$ cat src/rtl/pipe_pkg.sv
// Shared types for the LEGv8 memory stage.
//   ex_mem_t    : control fields of the EX/MEM pipeline register
//   mem_wb_t    : control fields of the MEM/WB pipeline register
//   mem_state_e : data-memory access FSM states
// The DW-wide data fields sit next to these structs as separate registers,
// so the structs do not depend on the data width parameter.
package pipe_pkg;

  localparam int RD_W = 5;

  typedef enum logic [1:0] {
    IDLE = 2'd0,
    REQ  = 2'd1,
    DONE = 2'd2,
    ERR  = 2'd3
  } mem_state_e;

  typedef struct packed {
    logic            valid;
    logic            memRead;
    logic            memWrite;
    logic            branch;
    logic            regWrite;
    logic            memToReg;
    logic            zero;
    logic [RD_W-1:0] rd;
  } ex_mem_t;

  typedef struct packed {
    logic            valid;
    logic            regWrite;
    logic            memToReg;
    logic [RD_W-1:0] rd;
  } mem_wb_t;

endpackage

$ cat src/rtl/dmem_ctrl.sv
// Data-memory access controller for the memory stage.
// Runs one req/ack transaction for each memory instruction in EX/MEM, captures
// the read data, and flags a sticky bus error on timeout.
// Ports:
//   clk_i      rising-edge clock
//   rst_ni     asynchronous active-low reset
//   mem_op_i   EX/MEM holds a valid load/store
//   ack_i      memory accepted the request / read data valid
//   rdata_i    read data, valid with ack_i
//   req_o      memory request (high exactly while in REQ)
//   done_o     access finished this cycle (releases the stall)
//   bus_err_o  sticky timeout flag, cleared only by reset
//   rdata_o    last captured read data
module dmem_ctrl
  import pipe_pkg::*;
#(
  parameter int DW      = 64,
  parameter int TIMEOUT = 64
) (
  input  logic          clk_i,
  input  logic          rst_ni,
  input  logic          mem_op_i,
  input  logic          ack_i,
  input  logic [DW-1:0] rdata_i,
  output logic          req_o,
  output logic          done_o,
  output logic          bus_err_o,
  output logic [DW-1:0] rdata_o
);

  // TIMEOUT=0 disables the timeout; the counter still needs at least one bit.
  localparam int CW = (TIMEOUT > 0) ? $clog2(TIMEOUT + 1) : 1;
  localparam logic [CW-1:0] TO_C = CW'(TIMEOUT);

  mem_state_e    state_q, state_d;
  logic [CW-1:0] cnt_q, cnt_d;
  logic [CW-1:0] cnt_inc;
  logic          err_q, err_d;
  logic [DW-1:0] rdata_q, rdata_d;

  always_ff @(posedge clk_i or negedge rst_ni) begin
    if (!rst_ni) begin
      state_q <= IDLE;
      cnt_q   <= '0;
      err_q   <= 1'b0;
      rdata_q <= '0;
    end else begin
      state_q <= state_d;
      cnt_q   <= cnt_d;
      err_q   <= err_d;
      rdata_q <= rdata_d;
    end
  end

  assign cnt_inc = cnt_q + 1'b1;

  always_comb begin
    state_d = state_q;
    cnt_d   = cnt_q;
    err_d   = err_q;
    rdata_d = rdata_q;
    unique case (state_q)
      IDLE: begin
        if (mem_op_i) begin
          state_d = REQ;
          cnt_d   = '0;
        end
      end
      REQ: begin
        // An ack on the last allowed cycle still completes the access.
        if (ack_i) begin
          state_d = DONE;
          rdata_d = rdata_i;
        end else if (TIMEOUT != 0) begin
          cnt_d = cnt_inc;
          if (cnt_inc == TO_C) begin
            state_d = ERR;
            err_d   = 1'b1;
          end
        end
      end
      DONE:    state_d = IDLE;
      ERR:     state_d = ERR;
      default: state_d = IDLE;
    endcase
  end

  assign req_o     = (state_q == REQ);
  assign done_o    = (state_q == DONE);
  assign bus_err_o = err_q;
  assign rdata_o   = rdata_q;

endmodule

$ cat src/rtl/mem_stage.sv
// Memory stage of the 5-stage LEGv8 pipeline.
// Holds the EX/MEM register, resolves conditional branches, runs LDUR/STUR
// through dmem_ctrl and produces the MEM/WB register. While a memory access
// is in flight stall_M freezes everything upstream and MEM/WB takes bubbles.
// Ports:
//   clk, reset (async, active-low)
//   ex_*           control from execute; PCBranch_E/aluResult_E/writeData_E/zero_E data
//   stall_M        hold PC, IF/ID, ID/EX, EX/MEM
//   PCSrc_M        take branch; PCBranch_M registered target
//   dm_req/dm_we/dm_addr/dm_wdata, dm_ack/dm_rdata   data memory handshake
//   bus_err        sticky access timeout
//   wb_*           MEM/WB register outputs
module mem_stage
  import pipe_pkg::*;
#(
  parameter int DW      = 64,
  parameter int TIMEOUT = 64
) (
  input  logic            clk,
  input  logic            reset,
  input  logic            ex_valid,
  input  logic            ex_memRead,
  input  logic            ex_memWrite,
  input  logic            ex_branch,
  input  logic            ex_regWrite,
  input  logic            ex_memToReg,
  input  logic [RD_W-1:0] ex_rd,
  input  logic [DW-1:0]   PCBranch_E,
  input  logic [DW-1:0]   aluResult_E,
  input  logic [DW-1:0]   writeData_E,
  input  logic            zero_E,
  output logic            stall_M,
  output logic            PCSrc_M,
  output logic [DW-1:0]   PCBranch_M,
  output logic            dm_req,
  output logic            dm_we,
  output logic [DW-1:0]   dm_addr,
  output logic [DW-1:0]   dm_wdata,
  input  logic            dm_ack,
  input  logic [DW-1:0]   dm_rdata,
  output logic            bus_err,
  output logic            wb_valid,
  output logic            wb_regWrite,
  output logic            wb_memToReg,
  output logic [RD_W-1:0] wb_rd,
  output logic [DW-1:0]   wb_aluResult,
  output logic [DW-1:0]   wb_readData
);

  ex_mem_t       m_q, m_d;
  logic [DW-1:0] m_pcBranch_q, m_aluResult_q, m_writeData_q;
  mem_wb_t       wb_q;
  logic [DW-1:0] wb_aluResult_q, wb_readData_q;

  logic          m_mem;
  logic          mem_done;
  logic [DW-1:0] rdata;

  always_comb begin
    m_d          = '0;
    m_d.valid    = ex_valid;
    m_d.memRead  = ex_memRead;
    m_d.memWrite = ex_memWrite;
    m_d.branch   = ex_branch;
    m_d.regWrite = ex_regWrite;
    m_d.memToReg = ex_memToReg;
    m_d.zero     = zero_E;
    m_d.rd       = ex_rd;
  end

  // EX/MEM register
  always_ff @(posedge clk or negedge reset) begin
    if (!reset) begin
      m_q           <= '0;
      m_pcBranch_q  <= '0;
      m_aluResult_q <= '0;
      m_writeData_q <= '0;
    end else if (!stall_M) begin
      m_q           <= m_d;
      m_pcBranch_q  <= PCBranch_E;
      m_aluResult_q <= aluResult_E;
      m_writeData_q <= writeData_E;
    end
  end

  assign m_mem   = m_q.valid & (m_q.memRead | m_q.memWrite);
  // The stall drops in DONE so the finished access leaves M on the next edge.
  assign stall_M = m_mem & ~mem_done;

  assign PCSrc_M    = m_q.valid & m_q.branch & m_q.zero;
  assign PCBranch_M = m_pcBranch_q;

  // Write wins when both memRead and memWrite are set.
  assign dm_we    = m_q.memWrite;
  assign dm_addr  = m_aluResult_q;
  assign dm_wdata = m_writeData_q;

  dmem_ctrl #(
    .DW      (DW),
    .TIMEOUT (TIMEOUT)
  ) u_dmem_ctrl (
    .clk_i     (clk),
    .rst_ni    (reset),
    .mem_op_i  (m_mem),
    .ack_i     (dm_ack),
    .rdata_i   (dm_rdata),
    .req_o     (dm_req),
    .done_o    (mem_done),
    .bus_err_o (bus_err),
    .rdata_o   (rdata)
  );

  // MEM/WB register; a stalled cycle inserts a bubble and holds the payload.
  always_ff @(posedge clk or negedge reset) begin
    if (!reset) begin
      wb_q           <= '0;
      wb_aluResult_q <= '0;
      wb_readData_q  <= '0;
    end else if (stall_M) begin
      wb_q.valid <= 1'b0;
    end else begin
      wb_q.valid     <= m_q.valid;
      wb_q.regWrite  <= m_q.regWrite;
      wb_q.memToReg  <= m_q.memToReg;
      wb_q.rd        <= m_q.rd;
      wb_aluResult_q <= m_aluResult_q;
      wb_readData_q  <= rdata;
    end
  end

  assign wb_valid     = wb_q.valid;
  assign wb_regWrite  = wb_q.regWrite;
  assign wb_memToReg  = wb_q.memToReg;
  assign wb_rd        = wb_q.rd;
  assign wb_aluResult = wb_aluResult_q;
  assign wb_readData  = wb_readData_q;

endmodule

$ cat config.mk
export PLATFORM = sky130hd
export DESIGN_NAME = mem_stage
export DESIGN_NICKNAME = d
export VERILOG_FILES = /design/src/rtl/pipe_pkg.sv /design/src/rtl/dmem_ctrl.sv /design/src/rtl/mem_stage.sv
export SDC_FILE = /design/constraint.sdc
export NUM_CORES = 1
export LEC_CHECK = 0
export CAP_MARGIN = 5
export CORE_AREA = 5 5 233 235
export CTS_CLUSTER_DIAMETER = 40
export CTS_CLUSTER_SIZE = 16
export DETAILED_ROUTE_END_ITERATION = 6
export DIE_AREA = 0 0 238 240
export GPL_TIMING_DRIVEN = 0
export PLACE_DENSITY = 0.7
export SLEW_MARGIN = 25
export SYNTH_ARGS = -nofsm -noshare
export SYNTH_HDL_FRONTEND = slang
export SYNTH_HIERARCHICAL = 1
export SYNTH_SLANG_ARGS = --single-unit
$ cat constraint.sdc
create_clock -name clk -period 2.1 [get_ports clk]
set_clock_uncertainty 0.1 [all_clocks]
set_input_delay 0.42 -clock clk [delete_from_list [all_inputs] [get_ports clk]]
set_output_delay 0.42 -clock clk [all_outputs]
set_load 0.01 [all_outputs]
==> reports/metrics.yaml <==
outcome: "finished, violations left"
violations: "setup timing"
crit_fanout: 3
clock-root-buffer: "clkbuf_16"
clk_latency_ps: 590
cts_made_buffers: 73
r2r_end: "wb_aluResult[31]"
crit_path_start_kind: "flop"
endpoint: "stall_M"
p_total_w: 0.0417
antenna_found_initial: 3
drt_iter0_drc: 298
worst_slew_margin_rel_pct: 67.1
via_per_inst: 4.46
async_reset_ff_share_pct: 100
initial_core_util_pct: 33.1
hold_class: "primary input to asynchronous set/reset pin"
dpl.hpwl_um: 36000
detail_route.wl_per_cell_um: 20.7
final-hold-violation-count: 0
yosysWarnings: 6
setup_ws_ps: -13.7
io_buffers: 603
syn-num-nets: 1200
ios: 604
powerDensity_nw_per_um2: 1550
r2r-start: "u_dmem_ctrl/state_q[1]"
die_w_um: 238
dieArea_um2: 57100
synth-seq-area-share_pct: 60.1
cts_tree: "built"
path_class: "flop to output pin"
nFillCells: 4321
drt-total-wl_um: 49000
die_h_um: 240
synth_top_area_share_pct: 60.1
synth_largest_area_cell: "dfrtp_1"
synth-main-ff-cell: "dfrtp_1"
synth.area.top_cells: "dfrtp_1 (60%), mux2_4 (26%), mux2_1 (5.4%)"
finalSetupTns_ps: -13.7
avgSynthCellArea_um2: 18.6
syn_area_um2: 17200
rows: 84
cp.arrival_ps: 1590
finish.instance_area_um2: 26900
nets: 1890
endpoint_kind: "output pin"
rsz0062_at_grt: "yes"
period_minus_slack_ps: 2110
mostFrequentLayoutCells: "clkdlybuf4s50_1 (504), dfrtp_1 (412), mux2_4 (300), mux2_1 (82), clkbuf_16 (76)"
core_um2: 52000
cts_htree_levels: 3
cts.sinks: 414
cp-startpoint: "u_dmem_ctrl/state_q[1]"
grt_pass1_vias: 11800
syn_inst: 927
drtAntennaViolNets: 0
maxCapViolCount: 0
tightest_slew_ps: 494
power_leakage_nw: 13.1
irDropWorstVdd_v: 0.000883
track_usage_pct: 16.6
synth_cell_type_count: 39
synth_edf_count: 0
gr-total-overflow: 0
area_growth_pct: 55.9
route.vias.total: 10500
dp_slack_ps: -376
slew_violations: 0
setup_viol: 1
synth_seq_cells: 414
first_pass_iters: 4
postPlaceCellArea_um2: 24300
fmax_mhz: 473
drive_gt1_share_pct: 30.9
cts.clk_slew.worst_paths_ps: 50
post-route-period-util_pct: 101
cts_buffer_depth: 3
grt_max_degree: 91
grt_pass1_wl_um: 73300
cp.required_ps: 1580
reg2regPathDepth: 8
gp_congestion: 0.808
worst_hold_slack_ps: 169
r2r_setup_slack_ps: 130
final_common_cell: "clkdlybuf4s50_1"
drc: 0
## routing by layer
layer,GRT usage [%],routed length (um),vias up
met5,0,0,-
met4,6.38,1470,0
met3,6.18,4040,84
met2,28.6,24900,413
met1,18.8,18600,5345
li1,-,-,4696
## report_power, final
group | internal (W) | leakage (nW) | switching [W]
logic | 0.0108 | 6.76 | 0.00614
registers | 0.0108 | 5.13 | 0.00184
clock network | 0.00791 | 1.21 | 0.00420
total | 0.0295 | 13.1 | 0.0122
## cell usage after synthesis, types with 2 or more instances
master and instances:
a21oi_1 4, mux2_2 18, buf_12 33, nor2b_4 2, nand2_1 12, o41ai_2 2
buf_6 10, inv_1 2, o31ai_1 5, nor2_1 4, mux2_4 300, mux2_1 82
buf_2 2, nand2b_1 2, ha_1 2, nand3_1 2, nor2b_1 3, a22o_1 2
o21ai_1 7, dfrtp_1 414
## layout make-up
class | instances | area [um2] | share of cell area (%)
clock inverters | 43 | 569 | 2.12
inverters | 3 | 11.3 | 0.0419
well taps | 688 | 861 | 3.20
diodes | 3 | 7.51 | 0.0279
multi-input cells | 464 | 6080 | 22.6
flip-flops and latches | 414 | 10400 | 38.6
clock buffers | 85 | 1980 | 7.35
repair buffers | 617 | 6220 | 23.1
plain buffers | 44 | 777 | 2.89
## per-stage QoR
stage               std cells  util (%)
global placement         2218      46.4
finish                   2361      51.6
CTS                      2356      51.5
global route             2361      51.6
detailed placement       2223      46.6
floorplan                 927         -
## cell families after synthesis
| group | count (synthesis) | synth area share [%] |
|---|---|---|
| flops | 414 | 60.1 |
| mux | 400 | 32.7 |
| buf+inv | 49 | 4.66 |
| simple gates | 34 | 1.15 |
| compound gates | 26 | 1.13 |
| xor+xnor | 2 | 0.102 |
| fa+ha+maj | 2 | 0.145 |
## worst min-delay path by stage
stage                     slack [ps]  depth (start not counted)               endpoint                   from
after CTS                         90                          2         wb_readData[4]                  reset
after detailed placement         160                          1        wb_readData[29]                  reset
after global routing             140                          2         wb_readData[4]                  reset
final                            170                          2         wb_readData[4]                  reset
after global placement           360                          2  u_dmem_ctrl/bus_err_o  u_dmem_ctrl/bus_err_o
after floorplan                   20                          0          PCBranch_M[0]                  reset
## sequential cells by signal, indices dropped and copies added, names as in the netlist
signal,count
PCBranch_M,64
dm_addr,64
dm_wdata,64
u_dmem_ctrl/rdata_o,64
wb_aluResult,64
wb_readData,64
m_q,11
u_dmem_ctrl/cnt_q,7
wb_rd,5
u_dmem_ctrl/state_q,2
dm_we,1
u_dmem_ctrl/bus_err_o,1
wb_memToReg,1
wb_regWrite,1
wb_valid,1
## repair_timing
action | in CTS | in global routing
endpoints found under the hold margin | 185 | 0
gates resized for setup | 89 | 25
setup buffers | 5 | 3
endpoints found under the setup margin | 73 | 38
hold buffers | 1 | 0
pin swaps | 0 | 1
gates cloned | 0 | 0
## worst max-delay path: stages (launching register included)
cell,delay (ps)
dfrtp_1,400
inv_2,100
nor2_4,50
nor2b_4,100
nor2b_4,170
buf_12,110
buf_6,90
(Power assumes the default switching activity.)
